==> config.mk <==
export PLATFORM = sky130hd
export DESIGN_NAME = noc_avst_depacketizer
export DESIGN_NICKNAME = d
export VERILOG_FILES = /design/src/rtl/noc_avst_depacketizer_pkg.sv /design/src/rtl/avst_skid_buffer.sv /design/src/rtl/noc_avst_depacketizer.sv
export SDC_FILE = /design/constraint.sdc
export NUM_CORES = 2
export LEC_CHECK = 0
export ABC_AREA = 1
export CAP_MARGIN = 15
export CORE_AREA = 2 2 470 472
export DETAILED_ROUTE_END_ITERATION = 8
export DIE_AREA = 0 0 472 474
export SYNTH_ARGS = -nofsm -noshare
export SYNTH_HDL_FRONTEND = slang
export SYNTH_SLANG_ARGS = --single-unit
==> constraint.sdc <==
create_clock -name clk -period 2.07 [get_ports clk]
set_input_delay 0.414 -clock clk [delete_from_list [all_inputs] [get_ports clk]]
set_output_delay 0.414 -clock clk [all_outputs]
set_load 0.01 [all_outputs]
==> src/rtl/noc_avst_depacketizer_pkg.sv <==
// Shared types and field-offset helpers for the NoC bundle to Avalon-ST depacketizer.
// Offsets are bit positions inside a single flit, counted from the flit LSB.
package noc_avst_depacketizer_pkg;

    localparam int DEF_DATA_WIDTH = 512;
    localparam int DEF_EW         = 6;
    localparam int PKTID_W        = 32;

    typedef enum logic {
        ST_IDLE   = 1'b0,
        ST_IN_PKT = 1'b1
    } state_t;

    typedef struct packed {
        logic [DEF_DATA_WIDTH-1:0] data;
        logic                      sop;
        logic                      eop;
        logic [DEF_EW-1:0]         empty;
        logic                      error;
        logic [PKTID_W-1:0]        pktid;
        logic                      flag;
    } beat_t;

    function automatic int valid_pos(input int fw);
        return fw - 1;
    endfunction

    function automatic int head_pos(input int fw);
        return fw - 2;
    endfunction

    function automatic int tail_pos(input int fw);
        return fw - 3;
    endfunction

    function automatic int vc_msb(input int fw);
        return fw - 4;
    endfunction

    function automatic int payload_w(input int fw, input int vcw);
        return fw - 3 - vcw;
    endfunction

    // Top-flit header fields sit at the MSB end of that flit's payload.
    function automatic int dest_msb(input int fw, input int vcw);
        return payload_w(fw, vcw) - 1;
    endfunction

    function automatic int flag_pos(input int fw, input int vcw, input int aw);
        return payload_w(fw, vcw) - 1 - aw;
    endfunction

    function automatic int pktid_msb(input int fw, input int vcw, input int aw);
        return payload_w(fw, vcw) - 2 - aw;
    endfunction

    function automatic int empty_msb(input int fw, input int vcw, input int aw);
        return payload_w(fw, vcw) - 2 - aw - PKTID_W;
    endfunction

    function automatic int top_data_w(input int fw, input int vcw, input int aw, input int ew);
        return payload_w(fw, vcw) - aw - 1 - PKTID_W - ew;
    endfunction

endpackage

==> src/rtl/avst_skid_buffer.sv <==
// Generic 2-entry registered skid buffer: output register plus one skid slot.
// in_ready is a flop, so out_ready never reaches in_ready combinationally.
module avst_skid_buffer
    import noc_avst_depacketizer_pkg::*;
#(
    parameter type T = beat_t
) (
    input  logic clk,
    input  logic rst,
    input  logic in_valid,
    output logic in_ready,
    input  T     in_data,
    output logic out_valid,
    input  logic out_ready,
    output T     out_data
);

    // Handshake: a transfer happens on a rising edge where valid & ready are both 1;
    // valid and data are held steady until that edge.
    T     skid_data;
    logic skid_valid;
    logic skid_valid_d;
    logic ready_q;
    logic push;
    logic out_free;

    assign push     = in_valid & ready_q;
    assign out_free = out_ready | ~out_valid;
    assign in_ready = ready_q;

    always_comb begin
        skid_valid_d = skid_valid;
        if (out_free) begin
            skid_valid_d = 1'b0;
        end else if (push) begin
            skid_valid_d = 1'b1;
        end
    end

    always_ff @(posedge clk) begin
        if (rst) begin
            out_valid  <= 1'b0;
            out_data   <= '0;
            skid_valid <= 1'b0;
            skid_data  <= '0;
            ready_q    <= 1'b0;
        end else begin
            skid_valid <= skid_valid_d;
            ready_q    <= ~skid_valid_d;
            if (out_free) begin
                // A parked beat is older than anything arriving now, so it goes first.
                if (skid_valid) begin
                    out_valid <= 1'b1;
                    out_data  <= skid_data;
                end else begin
                    out_valid <= push;
                    if (push) begin
                        out_data <= in_data;
                    end
                end
            end else if (push) begin
                skid_data <= in_data;
            end
        end
    end

endmodule

==> src/rtl/noc_avst_depacketizer.sv <==
// Unpacks a NUM_FLITS-wide NoC bundle into one Avalon-ST beat, tracks packet
// framing (IDLE/IN_PKT), latches packet id/flag on sop and keeps statistics.
module noc_avst_depacketizer
    import noc_avst_depacketizer_pkg::*;
#(
    parameter int DATA_WIDTH = 512,
    parameter int NUM_FLITS  = 4,
    parameter int FLIT_WIDTH = 150,
    parameter int NUM_VC     = 2,
    parameter int NOC_RADIX  = 16,
    parameter int CNT_WIDTH  = 16,
    localparam int WIDTH_IN  = NUM_FLITS * FLIT_WIDTH,
    localparam int EW        = $clog2(DATA_WIDTH / 8)
) (
    input  logic                  clk,
    input  logic                  rst,
    input  logic [WIDTH_IN-1:0]   i_data_in,
    input  logic                  i_valid_in,
    output logic                  i_ready_out,
    output logic [DATA_WIDTH-1:0] out_data,
    output logic                  out_valid,
    input  logic                  out_ready,
    output logic                  out_sop,
    output logic                  out_eop,
    output logic [EW-1:0]         out_empty,
    output logic                  out_error,
    output logic [31:0]           o_pktid_out,
    output logic                  o_payload_flag,
    output logic [CNT_WIDTH-1:0]  o_pkt_count,
    output logic [CNT_WIDTH-1:0]  o_drop_count,
    output state_t                dbg_state
);

    localparam int VCW       = $clog2(NUM_VC);
    localparam int AW        = $clog2(NOC_RADIX);
    localparam int PW        = payload_w(FLIT_WIDTH, VCW);
    localparam int TDW       = top_data_w(FLIT_WIDTH, VCW, AW, EW);
    localparam int TOTAL_PW  = TDW + (NUM_FLITS - 1) * PW;
    localparam int VALID_POS = valid_pos(FLIT_WIDTH);
    localparam int HEAD_POS  = head_pos(FLIT_WIDTH);
    localparam int TAIL_POS  = tail_pos(FLIT_WIDTH);
    localparam int FLAG_POS  = flag_pos(FLIT_WIDTH, VCW, AW);
    localparam int PKTID_MSB = pktid_msb(FLIT_WIDTH, VCW, AW);
    localparam int EMPTY_MSB = empty_msb(FLIT_WIDTH, VCW, AW);

    generate
        if (NUM_FLITS < 2) begin : g_bad_flits
            $error("noc_avst_depacketizer: NUM_FLITS must be at least 2");
        end
        if (TOTAL_PW < DATA_WIDTH) begin : g_bad_width
            $error("noc_avst_depacketizer: bundle payload narrower than DATA_WIDTH");
        end
    endgenerate

    typedef struct packed {
        logic [DATA_WIDTH-1:0] data;
        logic                  sop;
        logic                  eop;
        logic [EW-1:0]         empty;
        logic                  error;
        logic [PKTID_W-1:0]    pktid;
        logic                  flag;
    } beat_w_t;

    logic [FLIT_WIDTH-1:0] top_flit;
    logic [FLIT_WIDTH-1:0] flit0;
    logic [TOTAL_PW-1:0]   pay_all;
    logic                  top_valid;
    logic                  sop;
    logic                  eop;
    logic                  f_flag;
    logic [PKTID_W-1:0]    f_pktid;
    logic [EW-1:0]         f_empty;

    assign top_flit  = i_data_in[WIDTH_IN-1 -: FLIT_WIDTH];
    assign flit0     = i_data_in[FLIT_WIDTH-1:0];
    assign top_valid = top_flit[VALID_POS];
    assign sop       = top_flit[HEAD_POS];
    assign eop       = flit0[TAIL_POS];
    assign f_flag    = top_flit[FLAG_POS];
    assign f_pktid   = top_flit[PKTID_MSB -: PKTID_W];
    assign f_empty   = top_flit[EMPTY_MSB -: EW];

    // Payloads concatenate top-first; the beat takes the most significant DATA_WIDTH bits.
    always_comb begin
        pay_all = '0;
        pay_all[TOTAL_PW-1 -: TDW] = top_flit[TDW-1:0];
        for (int k = 0; k < NUM_FLITS - 1; k++) begin
            pay_all[k*PW +: PW] = i_data_in[k*FLIT_WIDTH +: PW];
        end
    end

    // VC, dest, lower-flit control bits and payload below DATA_WIDTH are not forwarded.
    logic unused_bits;
    assign unused_bits = ^{i_data_in, pay_all};

    state_t             state_q;
    state_t             state_d;
    logic               accept;
    logic               beat_vld;
    logic               fwd;
    logic               drop;
    logic               beat_err;
    logic [PKTID_W-1:0] pktid_q;
    logic               flag_q;
    beat_w_t            beat_in;
    beat_w_t            beat_out;

    assign accept   = i_valid_in & i_ready_out;
    assign beat_vld = accept & top_valid;

    always_comb begin
        state_d  = state_q;
        fwd      = 1'b0;
        drop     = 1'b0;
        beat_err = 1'b0;
        case (state_q)
            ST_IDLE: begin
                if (beat_vld) begin
                    if (sop) begin
                        fwd = 1'b1;
                        if (!eop) begin
                            state_d = ST_IN_PKT;
                        end
                    end else begin
                        drop = 1'b1;
                    end
                end
            end
            ST_IN_PKT: begin
                if (beat_vld) begin
                    fwd      = 1'b1;
                    // A fresh head here means the open packet lost its tail.
                    beat_err = sop;
                    state_d  = eop ? ST_IDLE : ST_IN_PKT;
                end
            end
            default: state_d = ST_IDLE;
        endcase
    end

    always_ff @(posedge clk) begin
        if (rst) begin
            state_q <= ST_IDLE;
            pktid_q <= '0;
            flag_q  <= 1'b0;
        end else begin
            state_q <= state_d;
            if (fwd && sop) begin
                pktid_q <= f_pktid;
                flag_q  <= f_flag;
            end
        end
    end

    always_comb begin
        beat_in       = '0;
        beat_in.data  = pay_all[TOTAL_PW-1 -: DATA_WIDTH];
        beat_in.sop   = sop;
        beat_in.eop   = eop;
        beat_in.empty = eop ? f_empty : '0;
        beat_in.error = beat_err;
        beat_in.pktid = sop ? f_pktid : pktid_q;
        beat_in.flag  = sop ? f_flag : flag_q;
    end

    avst_skid_buffer #(
        .T(beat_w_t)
    ) u_skid (
        .clk      (clk),
        .rst      (rst),
        .in_valid (fwd),
        .in_ready (i_ready_out),
        .in_data  (beat_in),
        .out_valid(out_valid),
        .out_ready(out_ready),
        .out_data (beat_out)
    );

    assign out_data       = beat_out.data;
    assign out_sop        = beat_out.sop;
    assign out_eop        = beat_out.eop;
    assign out_empty      = beat_out.empty;
    assign out_error      = beat_out.error;
    assign o_pktid_out    = beat_out.pktid;
    assign o_payload_flag = beat_out.flag;

    logic [CNT_WIDTH-1:0] pkt_cnt_q;
    logic [CNT_WIDTH-1:0] drop_cnt_q;

    always_ff @(posedge clk) begin
        if (rst) begin
            pkt_cnt_q  <= '0;
            drop_cnt_q <= '0;
        end else begin
            if (out_valid && out_ready && beat_out.eop && (pkt_cnt_q != '1)) begin
                pkt_cnt_q <= pkt_cnt_q + CNT_WIDTH'(1);
            end
            if (drop && (drop_cnt_q != '1)) begin
                drop_cnt_q <= drop_cnt_q + CNT_WIDTH'(1);
            end
        end
    end

    assign o_pkt_count  = pkt_cnt_q;
    assign o_drop_count = drop_cnt_q;
    assign dbg_state    = state_q;

endmodule
==> impl_metrics.xml <==
<?xml version="1.0" encoding="UTF-8"?>
<metrics>
  <group name="clock_network">
    <metric name="clk_root_buffer_cell" unit="">clkbuf_16</metric>
    <metric name="clock_sink_count" unit="">1177</metric>
    <metric name="cts_setup_buffers" unit="">0</metric>
    <metric name="cts-root-to-sink-buffers" unit="">3</metric>
    <metric name="cts_made_buffers" unit="">142</metric>
    <metric name="insertion_delay" unit="ns">0.81</metric>
    <metric name="h_tree_levels" unit="">4</metric>
    <metric name="clk_pin_slew_worst_paths" unit="ns">0.06</metric>
    <metric name="tritoncts_clock_tree" unit="">yes</metric>
  </group>
  <group name="sta">
    <metric name="slew_viol_final" unit="">0</metric>
    <metric name="final_min_period_over_clock_period" unit="%">97.39</metric>
    <metric name="rsz0062_at_grt" unit="">true</metric>
    <metric name="slew_limit_headroom" unit="%">29.57</metric>
    <metric name="setup_total_neg_slack" unit="ns">0</metric>
    <metric name="worst_clock_skew" unit="ns">0.03435</metric>
    <metric name="final_hold_violation_count" unit="">0</metric>
    <metric name="final-setup-viol-count" unit="">0</metric>
    <metric name="worst_slew_pin_slew" unit="ns">1.056</metric>
    <metric name="min_period" unit="ns">2.016</metric>
    <metric name="fmax" unit="MHz">496.0</metric>
  </group>
  <group name="run">
    <metric name="number_of_violations_of_the_max_capacitance_limit" unit="">0</metric>
  </group>
  <group name="worst_setup_path">
    <metric name="critPathArrivalTime" unit="ns">2.71</metric>
    <metric name="rrSetupSlack" unit="ns">0.05</metric>
    <metric name="r2r_cell_count" unit="">10</metric>
    <metric name="worstReg2RegStart" unit="">u_skid.in_ready</metric>
    <metric name="rr_endpoint" unit="">u_skid.out_data[322]</metric>
    <metric name="setup.worst_path.class" unit="">flop to flop</metric>
    <metric name="crit_path_max_fanout" unit="">40</metric>
    <metric name="start_kind" unit="">flop</metric>
    <metric name="end_kind" unit="">flop</metric>
    <metric name="cp.required" unit="ns">2.76</metric>
  </group>
  <group name="global_routing">
    <metric name="pin_count_of_the_biggest_net_entering_global_routing" unit="">94</metric>
    <metric name="congestion_overflow_gr" unit="">0</metric>
    <metric name="first_global_vias" unit="">46590</metric>
    <metric name="wire_length_of_the_first_global_routing_pass" unit="um">308000</metric>
    <metric name="grt_antenna_before_repair" unit="">86</metric>
    <metric name="grtUsageTotal" unit="%">18.16</metric>
  </group>
  <group name="routing">
    <metric name="routed_wire_length_per_instance" unit="um">18.99</metric>
    <metric name="postRouteWirelength" unit="um">212200</metric>
    <metric name="drt_drc_violations_left" unit="">0</metric>
    <metric name="vias" unit="">50154</metric>
    <metric name="detailedRoute.firstIterationViolations" unit="">3943</metric>
    <metric name="detailedRoute.firstPassIterationCount" unit="">6</metric>
    <metric name="vias_per_cell" unit="">4.488</metric>
    <metric name="route.antenna.remaining_nets" unit="">0</metric>
  </group>
  <group name="placed_design">
    <metric name="placement.cell_area" unit="sq um">64440</metric>
    <metric name="dp_hpwl" unit="um">157800</metric>
    <metric name="gp_congestion" unit="">0.9351</metric>
    <metric name="io_buffer_count" unit="">1146</metric>
  </group>
  <group name="power_and_ir_drop">
    <metric name="powerDensity" unit="nW/um^2">785.5</metric>
    <metric name="p_total" unit="mW">53.94</metric>
    <metric name="ir_drop" unit="mV">0.7240</metric>
    <metric name="power.static_leakage" unit="nW">31.46</metric>
  </group>
  <group name="floorplan">
    <metric name="initial_core_util" unit="%">22.04</metric>
    <metric name="dieArea" unit="sq um">223700</metric>
    <metric name="core_area" unit="sq um">218700</metric>
    <metric name="ios" unit="">1193</metric>
    <metric name="die_height" unit="um">474</metric>
    <metric name="floorplan.rows" unit="">172</metric>
    <metric name="fp.dieW" unit="um">472</metric>
  </group>
  <group name="min_path">
    <metric name="hold_path_class" unit="">primary input to flop</metric>
    <metric name="hold_path_startpoint" unit="">i_data_in[591]</metric>
    <metric name="min_to" unit="">flag_q</metric>
    <metric name="timing.hold.worst_path_depth" unit="">3</metric>
  </group>
  <group name="synthesis">
    <metric name="mapped_nets" unit="">7647</metric>
    <metric name="synth_sequential_area_ratio" unit="%">48.89</metric>
    <metric name="postSynthAreaPerCell" unit="sq um">6.845</metric>
    <metric name="synth.lib_cells_used.distinct" unit="">29</metric>
    <metric name="synth_largest_area_cell" unit="">dfxtp_1</metric>
    <metric name="post_synth_instance_area" unit="sq um">48200</metric>
    <metric name="synthCells" unit="">7041</metric>
    <metric name="synth-warning-count" unit="">0</metric>
    <metric name="netlist.area_leader.share" unit="%">48.89</metric>
    <metric name="ys_ff_latch" unit="">1177</metric>
    <metric name="yosys-top-cells-area" unit="">dfxtp_1 49%, nor2_1 17%, nand2_1 14%</metric>
  </group>
  <group name="run_status">
    <metric name="run_status" unit="">finished clean</metric>
  </group>
  <group name="final_layout">
    <metric name="fin_nets" unit="">8754</metric>
    <metric name="final_area" unit="sq um">68680</metric>
    <metric name="final_layout_size_suffix_gt1_share" unit="%">7.923</metric>
    <metric name="area_growth" unit="%">42.50</metric>
    <metric name="num-fill-cells" unit="">23388</metric>
  </group>
</metrics>
-- metal layers --
metal  global-route usage [%]  wire (um)  part of all wire [%]  up-vias
li1                         -          -                     -    24477
met1                    23.02      91620                    43    23295
met2                    27.46      91510                    43     1920
met3                    5.911      19040                   9.0      420
met4                    9.185       9743                   4.6       42
met5                        0        269                  0.13        -
-- cell usage after synthesis (all sizes together) --
library cell and number:
inv 36, ha 2, nand2 1850, nor3 3, or2 31, nand3b 1
xnor2 4, a21oi 105, dfxtp 1177, o211a 33, nand4 6, a221oi 1
o21ai 1112, buf 236, clkbuf 276, nand3 30, nor2 2129, xor2 8
nor3b 1
-- cell families after synthesis --
kind of cell,count (synthesis),share of synthesized area (%)
compound gates,1251,13.34
buf+inv,548,5.600
simple gates,4051,31.90
fa+ha+maj,2,0.05191
xor+xnor,12,0.2181
flops,1177,48.89
-- where the power goes --
group / total, mW / internal, mW / switching, mW
Clock: 25.8 / 15.1 / 10.7
Sequential: 23.4 / 23.1 / 0.267
Combinational: 4.78 / 2.26 / 2.52
-- worst max path at each step --
| stage | end | depth (start not counted) | slack [ns] | from |
|---|---|---|---|---|
| after floorplan | o_drop_count[11] | 8 | 0.44 | o_drop_count[0] |
| after global placement | u_skid.out_data[430] | 11 | -0.57 | i_data_in[599] |
| after detailed placement | u_skid.out_data[414] | 11 | -0.56 | i_data_in[599] |
| after CTS | o_drop_count[7] | 1 | 0.001 | o_drop_count[7] |
| after global routing | u_skid.out_data[247] | 10 | -0.0006 | u_skid.in_ready |
| final | u_skid.out_data[322] | 10 | 0.05 | u_skid.in_ready |
-- sequential cells by signal, summed over array words and instances, names as in the netlist --
register           cells
pktid_q               32
u_skid.in_ready        1
o_drop_count          16
u_skid.out_valid       1
u_skid.skid_valid      1
o_pkt_count           16
flag_q                 1
u_skid.out_data      554
u_skid.skid_data     554
dbg_state              1
-- layout by cell type (no fill, tap or decap), types with 30 or more instances in the layout --
master              n
buf_4             237
o21ai_0          1092
clkbuf_16         144
dfxtp_1          1157
buf_12            101
inv_1              31
or2_2              31
nor2_1           2125
clkbuf_1           34
dlygate4sd2_1     536
o211a_1            33
nand3_1            30
diode_2            49
nand2_1          1846
clkdlybuf4s50_1   556
a21oi_1           105
-- critical path, stage by stage, from the launching register on --
cell and delay (ns):
dfxtp_2 0.39, nand3_1 0.13, inv_1 0.11, nand2_2 0.09, nand2_2 0.13, nand2_8 0.14, buf_12 0.21, buf_12 0.18
o21ai_0 0.25, buf_4 0.17, nor2_1 0.03
-- per-stage QoR --
step                instances  hold WS, ns  util, %  setup slack (ns)
floorplan                7041       0.4355        -            0.4435
global placement        10874       0.4410    29.47           -0.5680
detailed placement      10874       0.4495    29.47           -0.5612
CTS                     11125      0.08825    31.35          0.001305
global route            11165       0.1423    31.40        -0.0006233
finish                  11174       0.2011    31.41           0.05406
-- cell type report --
cell class,count,area (sq um),share of cell area [%]
Clock buffer,201,4048,5.894
Timing Repair Buffer,1475,14530,21.15
Multi-Input combinational cell,5316,21960,31.97
Tap cell,2871,3592,5.230
Inverter,36,170.2,0.2478
Antenna cell,49,122.6,0.1785
Sequential cell,1177,23600,34.36
Clock inverter,49,665.6,0.9692
-- repair_timing --
action                                 CTS  global route
resized for setup                      674            25
endpoints found under the hold margin    1             0
hold buffers                             1             0
cloned                                   0             0
setup endpoints to repair              590            27
(Power assumes the default switching activity.)
